$ cat src/rtl/max_pool_2x2_if.sv
// Stream interface for max_pool_2x2: pixel input channel and pooled output channel.
// master = upstream/downstream side, slave = the pooling block.
interface max_pool_2x2_if #(
  parameter int WORD_SIZE = 8
);
  logic                 in_valid;
  logic                 in_ready;
  logic [WORD_SIZE-1:0] in_pixel;
  logic                 out_valid;
  logic                 out_ready;
  logic [WORD_SIZE-1:0] out_pixel;
  logic                 out_eol;
  logic                 out_eof;

  modport master (
    output in_valid, in_pixel, out_ready,
    input  in_ready, out_valid, out_pixel, out_eol, out_eof
  );

  modport slave (
    input  in_valid, in_pixel, out_ready,
    output in_ready, out_valid, out_pixel, out_eol, out_eof
  );
endinterface

$ cat src/rtl/max_pool_2x2.sv
// Streaming 2x2 stride-2 max pooling with a half-row line buffer of partial maxima.
// Optional MAXPOOL_BINARIZE_EN: pooled value becomes all-ones if >= THRESHOLD, else 0.
module max_pool_2x2 #(
  parameter int WORD_SIZE = 8,
  parameter int ROW_SIZE  = 540,
  parameter int COL_SIZE  = 540,
  parameter int THRESHOLD = 64
) (
  input  logic           clk,
  input  logic           rst,
  max_pool_2x2_if.slave  bus
);
  localparam int COL_W    = $clog2(ROW_SIZE);
  localparam int ROW_W    = $clog2(COL_SIZE);
  localparam int LB_DEPTH = ROW_SIZE / 2;
  localparam int LB_AW    = (LB_DEPTH > 1) ? $clog2(LB_DEPTH) : 1;

  localparam logic [COL_W-1:0]     COL_LAST = COL_W'(ROW_SIZE - 1);
  localparam logic [ROW_W-1:0]     ROW_LAST = ROW_W'(COL_SIZE - 1);
  localparam logic [WORD_SIZE-1:0] THRESH_W = WORD_SIZE'(THRESHOLD);

  logic [COL_W-1:0]     col_q, col_d;
  logic [ROW_W-1:0]     row_q, row_d;
  logic [WORD_SIZE-1:0] pmax_q, pmax_d;
  logic [WORD_SIZE-1:0] out_pixel_q, out_pixel_d;
  logic                 out_valid_q, out_valid_d;
  logic                 out_eol_q, out_eol_d;
  logic                 out_eof_q, out_eof_d;

  logic [WORD_SIZE-1:0] line_buf [LB_DEPTH];

  logic                 in_ready;
  logic                 accept;
  logic                 transfer;
  logic                 col_last;
  logic                 row_last;
  logic                 lb_we;
  logic [LB_AW-1:0]     lb_idx;
  logic [WORD_SIZE-1:0] lb_rd;
  logic [WORD_SIZE-1:0] pair_max;
  logic [WORD_SIZE-1:0] win_max;
  logic [WORD_SIZE-1:0] pool_val;

  assign in_ready = !out_valid_q || bus.out_ready;
  assign accept   = bus.in_valid && in_ready;
  assign transfer = out_valid_q && bus.out_ready;
  assign col_last = (col_q == COL_LAST);
  assign row_last = (row_q == ROW_LAST);
  assign lb_idx   = LB_AW'(col_q >> 1);
  assign lb_rd    = line_buf[lb_idx];
  assign pair_max = (bus.in_pixel > pmax_q) ? bus.in_pixel : pmax_q;
  assign win_max  = (lb_rd > pair_max) ? lb_rd : pair_max;

`ifdef MAXPOOL_BINARIZE_EN
  assign pool_val = (win_max >= THRESH_W) ? '1 : '0;
`else
  logic unused_thresh;
  assign unused_thresh = ^THRESH_W;
  assign pool_val      = win_max;
`endif

  // Even col seeds pmax, odd col of an even row stores the pair, odd col of an odd row emits.
  always_comb begin
    col_d       = col_q;
    row_d       = row_q;
    pmax_d      = pmax_q;
    out_pixel_d = out_pixel_q;
    out_valid_d = out_valid_q;
    out_eol_d   = out_eol_q;
    out_eof_d   = out_eof_q;
    lb_we       = 1'b0;

    if (transfer) begin
      out_valid_d = 1'b0;
    end

    if (accept) begin
      if (!col_q[0]) begin
        pmax_d = bus.in_pixel;
      end else if (!row_q[0]) begin
        lb_we = 1'b1;
      end else begin
        out_pixel_d = pool_val;
        out_valid_d = 1'b1;
        out_eol_d   = col_last;
        out_eof_d   = col_last && row_last;
      end

      if (col_last) begin
        col_d = '0;
        row_d = row_last ? '0 : row_q + 1'b1;
      end else begin
        col_d = col_q + 1'b1;
      end
    end
  end

  always_ff @(posedge clk) begin
    if (!rst) begin
      col_q       <= '0;
      row_q       <= '0;
      pmax_q      <= '0;
      out_pixel_q <= '0;
      out_valid_q <= 1'b0;
      out_eol_q   <= 1'b0;
      out_eof_q   <= 1'b0;
    end else begin
      col_q       <= col_d;
      row_q       <= row_d;
      pmax_q      <= pmax_d;
      out_pixel_q <= out_pixel_d;
      out_valid_q <= out_valid_d;
      out_eol_q   <= out_eol_d;
      out_eof_q   <= out_eof_d;
    end
  end

  // No reset: every entry is rewritten on an even row before an odd row reads it.
  always_ff @(posedge clk) begin
    if (lb_we) begin
      line_buf[lb_idx] <= pair_max;
    end
  end

  assign bus.in_ready  = in_ready;
  assign bus.out_valid = out_valid_q;
  assign bus.out_pixel = out_pixel_q;
  assign bus.out_eol   = out_eol_q;
  assign bus.out_eof   = out_eof_q;
endmodule

$ cat src/flat_wrapper.sv
// flat-port wrapper written by rule: the top's interface ports become plain ports
module max_pool_2x2_flat 
#(
  parameter int WORD_SIZE = 8,
  parameter int ROW_SIZE  = 540,
  parameter int COL_SIZE  = 540,
  parameter int THRESHOLD = 64
)
  (clk, rst, bus_in_valid, bus_in_pixel, bus_out_ready, bus_in_ready, bus_out_valid, bus_out_pixel, bus_out_eol, bus_out_eof);
  max_pool_2x2_if #(.WORD_SIZE(WORD_SIZE)) bus_i ();
  input  logic clk;
  input  logic rst;
  input wire logic [$bits(bus_i.in_valid)-1:0] bus_in_valid;
  input wire logic [$bits(bus_i.in_pixel)-1:0] bus_in_pixel;
  input wire logic [$bits(bus_i.out_ready)-1:0] bus_out_ready;
  output wire logic [$bits(bus_i.in_ready)-1:0] bus_in_ready;
  output wire logic [$bits(bus_i.out_valid)-1:0] bus_out_valid;
  output wire logic [$bits(bus_i.out_pixel)-1:0] bus_out_pixel;
  output wire logic [$bits(bus_i.out_eol)-1:0] bus_out_eol;
  output wire logic [$bits(bus_i.out_eof)-1:0] bus_out_eof;
  assign bus_i.in_valid = bus_in_valid;
  assign bus_i.in_pixel = bus_in_pixel;
  assign bus_i.out_ready = bus_out_ready;
  assign bus_in_ready = bus_i.in_ready;
  assign bus_out_valid = bus_i.out_valid;
  assign bus_out_pixel = bus_i.out_pixel;
  assign bus_out_eol = bus_i.out_eol;
  assign bus_out_eof = bus_i.out_eof;
  max_pool_2x2 #(.WORD_SIZE(WORD_SIZE), .ROW_SIZE(ROW_SIZE), .COL_SIZE(COL_SIZE), .THRESHOLD(THRESHOLD)) u_core (.clk(clk), .rst(rst), .bus(bus_i));
endmodule
$ cat config.mk
export PLATFORM = sky130hd
export DESIGN_NAME = max_pool_2x2_flat
export DESIGN_NICKNAME = d
export VERILOG_FILES = /design/src/rtl/max_pool_2x2_if.sv /design/src/rtl/max_pool_2x2.sv /design/src/flat_wrapper.sv
export SDC_FILE = /design/constraint.sdc
export NUM_CORES = 2
export LEC_CHECK = 0
export BUFFER_PORTS_ARGS = -buffer_cell sky130_fd_sc_hd__clkbuf_2
export CAP_MARGIN = 20
export CORE_UTILIZATION = 42
export DETAILED_ROUTE_END_ITERATION = 12
export GPL_ROUTABILITY_DRIVEN = 0
export SETUP_SLACK_MARGIN = 0.02
export SYNTH_ARGS = -nofsm -noshare
export SYNTH_HDL_FRONTEND = slang
export SYNTH_SLANG_ARGS = --single-unit
export TNS_END_PERCENT = 1
$ cat constraint.sdc
create_clock -name clk -period 9 [get_ports clk]
set_clock_uncertainty 0.15 [all_clocks]
set_input_delay 1.8 -clock clk [delete_from_list [all_inputs] [get_ports clk]]
set_output_delay 1.8 -clock clk [all_outputs]
set_load 0.01 [all_outputs]
# Word-level counts from Yosys, hierarchy flattened
# Memories as Yosys holds them, arrays and structs flattened. A register that Yosys moved wholly into a read port is not among the register bits.
# Index checks and enable logic that the tools add are counted.
# totals
reg_bits	39
ram_bits	2160
in_bits	12
output_inout_bits	12
n_memories	1
# classes
n_addsub	2
n_lt_le_gt_ge	2
n_eq_ne	2
n_mux	15
bitwise_logic	1
n_reduce_logical	8
# memory_table
name	depth	word_bits	read_ports	rd_ports_with_merged_regs	wr	line_no	rtl
u_core.line_buf	270	8	1	1	1	max_pool_2x2.sv:30	logic [WORD_SIZE-1:0] line_buf [LB_DEPTH];
# op_table
operator	n
adder 10 x 1 -> 10 bit (second input constant)	2
== test 10 bit (second input constant)	2
two-way mux 10 bit	2
two-way mux 9 bit	2
greater-than comparator 8 bit	2
two-way mux 8 bit	2
two-way mux 1 bit	9
AND reduction 2 bit	2
logical AND 1 bit	3
AND reduction 3 bit	1
zero test 1 bit	1
logical OR 1 bit	1
NOT 1 bit	1

# Logic depth before layout (Yosys ltp)
# logic_depth
word_depth	6
mapped_depth	23
mapped_depth_nobuf	18

# Worst setup path before layout
# OpenSTA, ideal clock, no wires.
# synth_timing
kind	input to register
start	in bus_in_pixel[1]
end	mem u_core.line_buf[0][1], data pin
setup_time_ps	801
arrival_ps	6078
path_slack_ps	1970
path_stages	9
path_cell_list	ha_1 nor2b_1 o21a_1 o21a_1 o21ai_0 nand3b_1 nand2_1 mux2i_1 inv_1
# synth_between
elab_chain_cells	2
# synth_lines
element	line_no	rtl
start, declared	flat_wrapper.sv:14	input wire logic [$bits(bus_i.in_pixel)-1:0] bus_in_pixel;
greater-than comparator 8 bit	max_pool_2x2.sv:51	assign pair_max = (bus.in_pixel > pmax_q) ? bus.in_pixel : pmax_q;
two-way mux 8 bit *	max_pool_2x2.sv:51	
via u_core.pair_max[1]	max_pool_2x2.sv:40	logic [WORD_SIZE-1:0] pair_max;
end, declared	max_pool_2x2.sv:30	
# Mark *: on every way through the listed nets, which the timed path passes. The rest lies on a longest branch.

==> results_dict.tcl <==
set metrics [dict create \
    status "completed" \
    grt_overflow 0 \
    power.internal_mw 16.8 \
    cp.required_ps 9610 \
    worst-path-buf-inv 1 \
    maxSlewViolCount 0 \
    grt_usage 0.208 \
    ir_drop_v 0.000249 \
    grt_max_degree 204 \
    combinationalPowerShare 0.051 \
    detail_route.wl_per_cell_um 31.0 \
    initial_core_util 0.425 \
    cp_top_family "compound AO/OA/AOI/OAI gates" \
    grt_antenna_before_repair 7 \
    cts_hold_buffers 0 \
    numPortBuffers 23 \
    power_density_nw_per_um2 223 \
    seq_area_frac_synth 0.764 \
    worstPathMaxFanout 38 \
    die-height_um 455 \
    period_minus_slack_ps 6420 \
    ctsResizeCount 0 \
    synth_seq_cells 2208 \
    synth_flop_cell "edfxtp_1" \
    synthTopCellsByArea "edfxtp_1 (75%), mux4_2 (16%), nor2_1 (1.4%), dfxtp_1 (1.1%), mux2i_1 (0.99%)" \
    yosysUniqueCellTypes 64 \
    cp-end-kind "register" \
    start_kind "register" \
    clkSinkCount 2208 \
    netlist.area_leader.share 0.753 \
    synth_edf_count 2160 \
    leakage_nw 28.7 \
    placementRows 165 \
    setup_viol 0 \
    avgSynthCellArea_um2 21.8 \
    nets 4084 \
    drcViolationCount 0 \
    tightest_slew_ps 1350 \
    antenna_left 0 \
    syn_inst 3955 \
    drive_above_1_share 0.249 \
    grt_pass1_wl_um 307000 \
    insertion_delay_ps 870 \
    ys_warn_count 0 \
    syn-cell-area_um2 86200 \
    p_sw_mw 4.66 \
    root_buffer "clkbuf_16" \
    async_flop_share 0 \
    numCtsBuffers 215 \
    cts_tree "done" \
    synth_top_area_cell "edfxtp_1" \
    fillers 16500 \
    vias 41000 \
    routed_via_density 5.94 \
    grt_pass1_vias 41100 \
    syn2layout_area_growth_pct 11.3 \
    die_area_um2 207000 \
    synth_nets 3985 \
    h-tree-depth 4 \
    swShare 0.217 \
    drv_cap 0 \
    wirelength_um 214000 \
    cp.arrival_ps 7030 \
    slew_headroom 0.0969 \
    hold_viol_final 0 \
    p_clk_frac 0.407 \
    rsz0062_at_grt "false" \
    fmax_ghz 0.156 \
    core-area_um2 203000 \
    critical_path_class "reg -> reg" \
    fp.dieW_um 455 \
    critPathMaxStageDelay_ps 910 \
    dr.pass1.iters 6 \
    cp_slowest_cell "dfxtp_4" \
    ios 24 \
    period_share 0.714 \
    setup_tns_ps 0 \
    clk_pin_slew_ps 60 \
    fin_util 0.473 \
    min_path_type "reg -> reg" \
    cts_setup_buffers 0 \
    cts_buffer_depth 3 \
    dp_hpwl_um 126000 \
    cp_cell_sequence "buf_4 -> mux4_2 -> mux4_2 -> a22o_1 -> a221oi_1 -> o22ai_1 -> nor3_2 -> mux2i_1 -> ha_1 -> a21oi_1 -> o22ai_1 -> o21ai_0 -> a32oi_1 -> nand2_1 -> nor2_1 -> nand2_1 -> o311a_1" \
    seq_power_share 0.542 \
    drt-initial-drc-count 5054 \
]
==> cell usage in the layout, fill, tap and decap left out, types with 47 or more instances in the layout <==
cell and instances:
a21oi_1 58, buf_4 65, clkbuf_1 47, clkbuf_16 216, clkinv_1 52, edfxtp_1 2160
mux2i_1 85, mux4_2 607, nand2_1 99, nor2_1 315
==> logic make-up after synthesis <==
group,Yosys count,share of synthesized area
flops,2208,0.764
mux,705,0.170
simple gates,523,0.0259
buf+inv,253,0.0171
compound gates,234,0.0188
fa+ha+maj,18,0.00261
xor+xnor,14,0.00142
==> power by group through the flow <==
stage / clock network [mW] / logic, mW / registers (mW)
6_report: 8.72 / 1.10 / 11.6
5_1_grt: 9.21 / 1.17 / 11.6
3_5_place_dp: 0 / 1.10 / 11.8
4_1_cts: 8.85 / 1.10 / 11.6
2_1_floorplan: 0 / 0.705 / 11.9
3_3_place_gp: 0 / 1.08 / 11.8
==> synthesized netlist by cell type (4+ instances only) <==
master,count
o21ai_0,29
buf_6,20
mux2i_1,85
buf_8,8
mux2_2,13
inv_1,25
buf_4,21
edfxtp_1,2160
and2_1,7
a211oi_1,4
ha_1,18
or3_1,5
dfxtp_1,48
nand2_1,100
clkbuf_1,109
a22oi_1,30
o22ai_1,26
xnor2_1,4
buf_1,8
a21oi_1,58
o221ai_1,24
nand3_1,21
a21o_1,4
buf_12,9
buf_2,50
and3_1,7
xor2_1,10
nor3_2,5
nand2b_1,5
o211ai_1,7
nor2_1,318
nor3_1,13
nor4_1,6
nand4_1,10
a2111oi_0,5
nor4b_1,4
a221oi_1,15
a22o_1,11
mux4_2,607
nor2b_1,12
==> flip-flops by register name, indices dropped and copies added, names as in the netlist, named ones only <==
name	count
u_core.row_q	10
u_core.bus.out_valid	1
u_core.bus.out_eol	1
u_core.line_buf	2160
u_core.pmax_q	8
u_core.bus.out_pixel	8
u_core.bus.out_eof	1
u_core.col_q	10
==> layout make-up <==
class	instances	area, µm²	share of cell area
Timing Repair Buffer	107	953	0.00994
Multi-Input combinational cell	1494	18900	0.197
Clock buffer	263	5580	0.0582
Inverter	28	165	0.00172
Antenna cell	1	2.50	0.0000261
Clock inverter	124	1150	0.0120
Sequential cell	2208	65800	0.686
Tap cell	2672	3340	0.0348
==> per-stage QoR <==
step	total power, mW	cell area (µm²)	instances	setup slack [ps]	hold slack (ps)
2_1_floorplan	12.6	86200	3955	1970	299
3_3_place_gp	12.9	89000	6498	2640	315
3_5_place_dp	13.0	89100	6504	2660	326
4_1_cts	21.6	95800	6891	2640	335
5_1_grt	22.0	95900	6896	2360	352
6_report	21.4	95900	6897	2580	334
==> tightest hold or removal path: stages, from the launching register on <==
cell	delay, ps
dfxtp_1	320
nand2_1	60
a21oi_1	50
==> path summary, 6_finish.rpt <==
check,startpoint,endpoint,slack [ps],depth (start not counted)
setup / recovery,register,u_core.bus.out_pixel[0],2580,17
hold / removal,u_core.row_q[1],u_core.row_q[1],330,2
setup reg to reg,register,u_core.bus.out_pixel[0],2580,17
hold reg to reg,u_core.row_q[1],u_core.row_q[1],330,2
==> metal layers <==
layer,vias to the layer above,share of wire,GRT usage
met5,-,0.00019,0
met4,6,0.026,0.0585
met3,326,0.079,0.0412
met2,1722,0.47,0.324
met1,22200,0.42,0.299
li1,16800,-,-
Power figures use the tool's default switching activity.
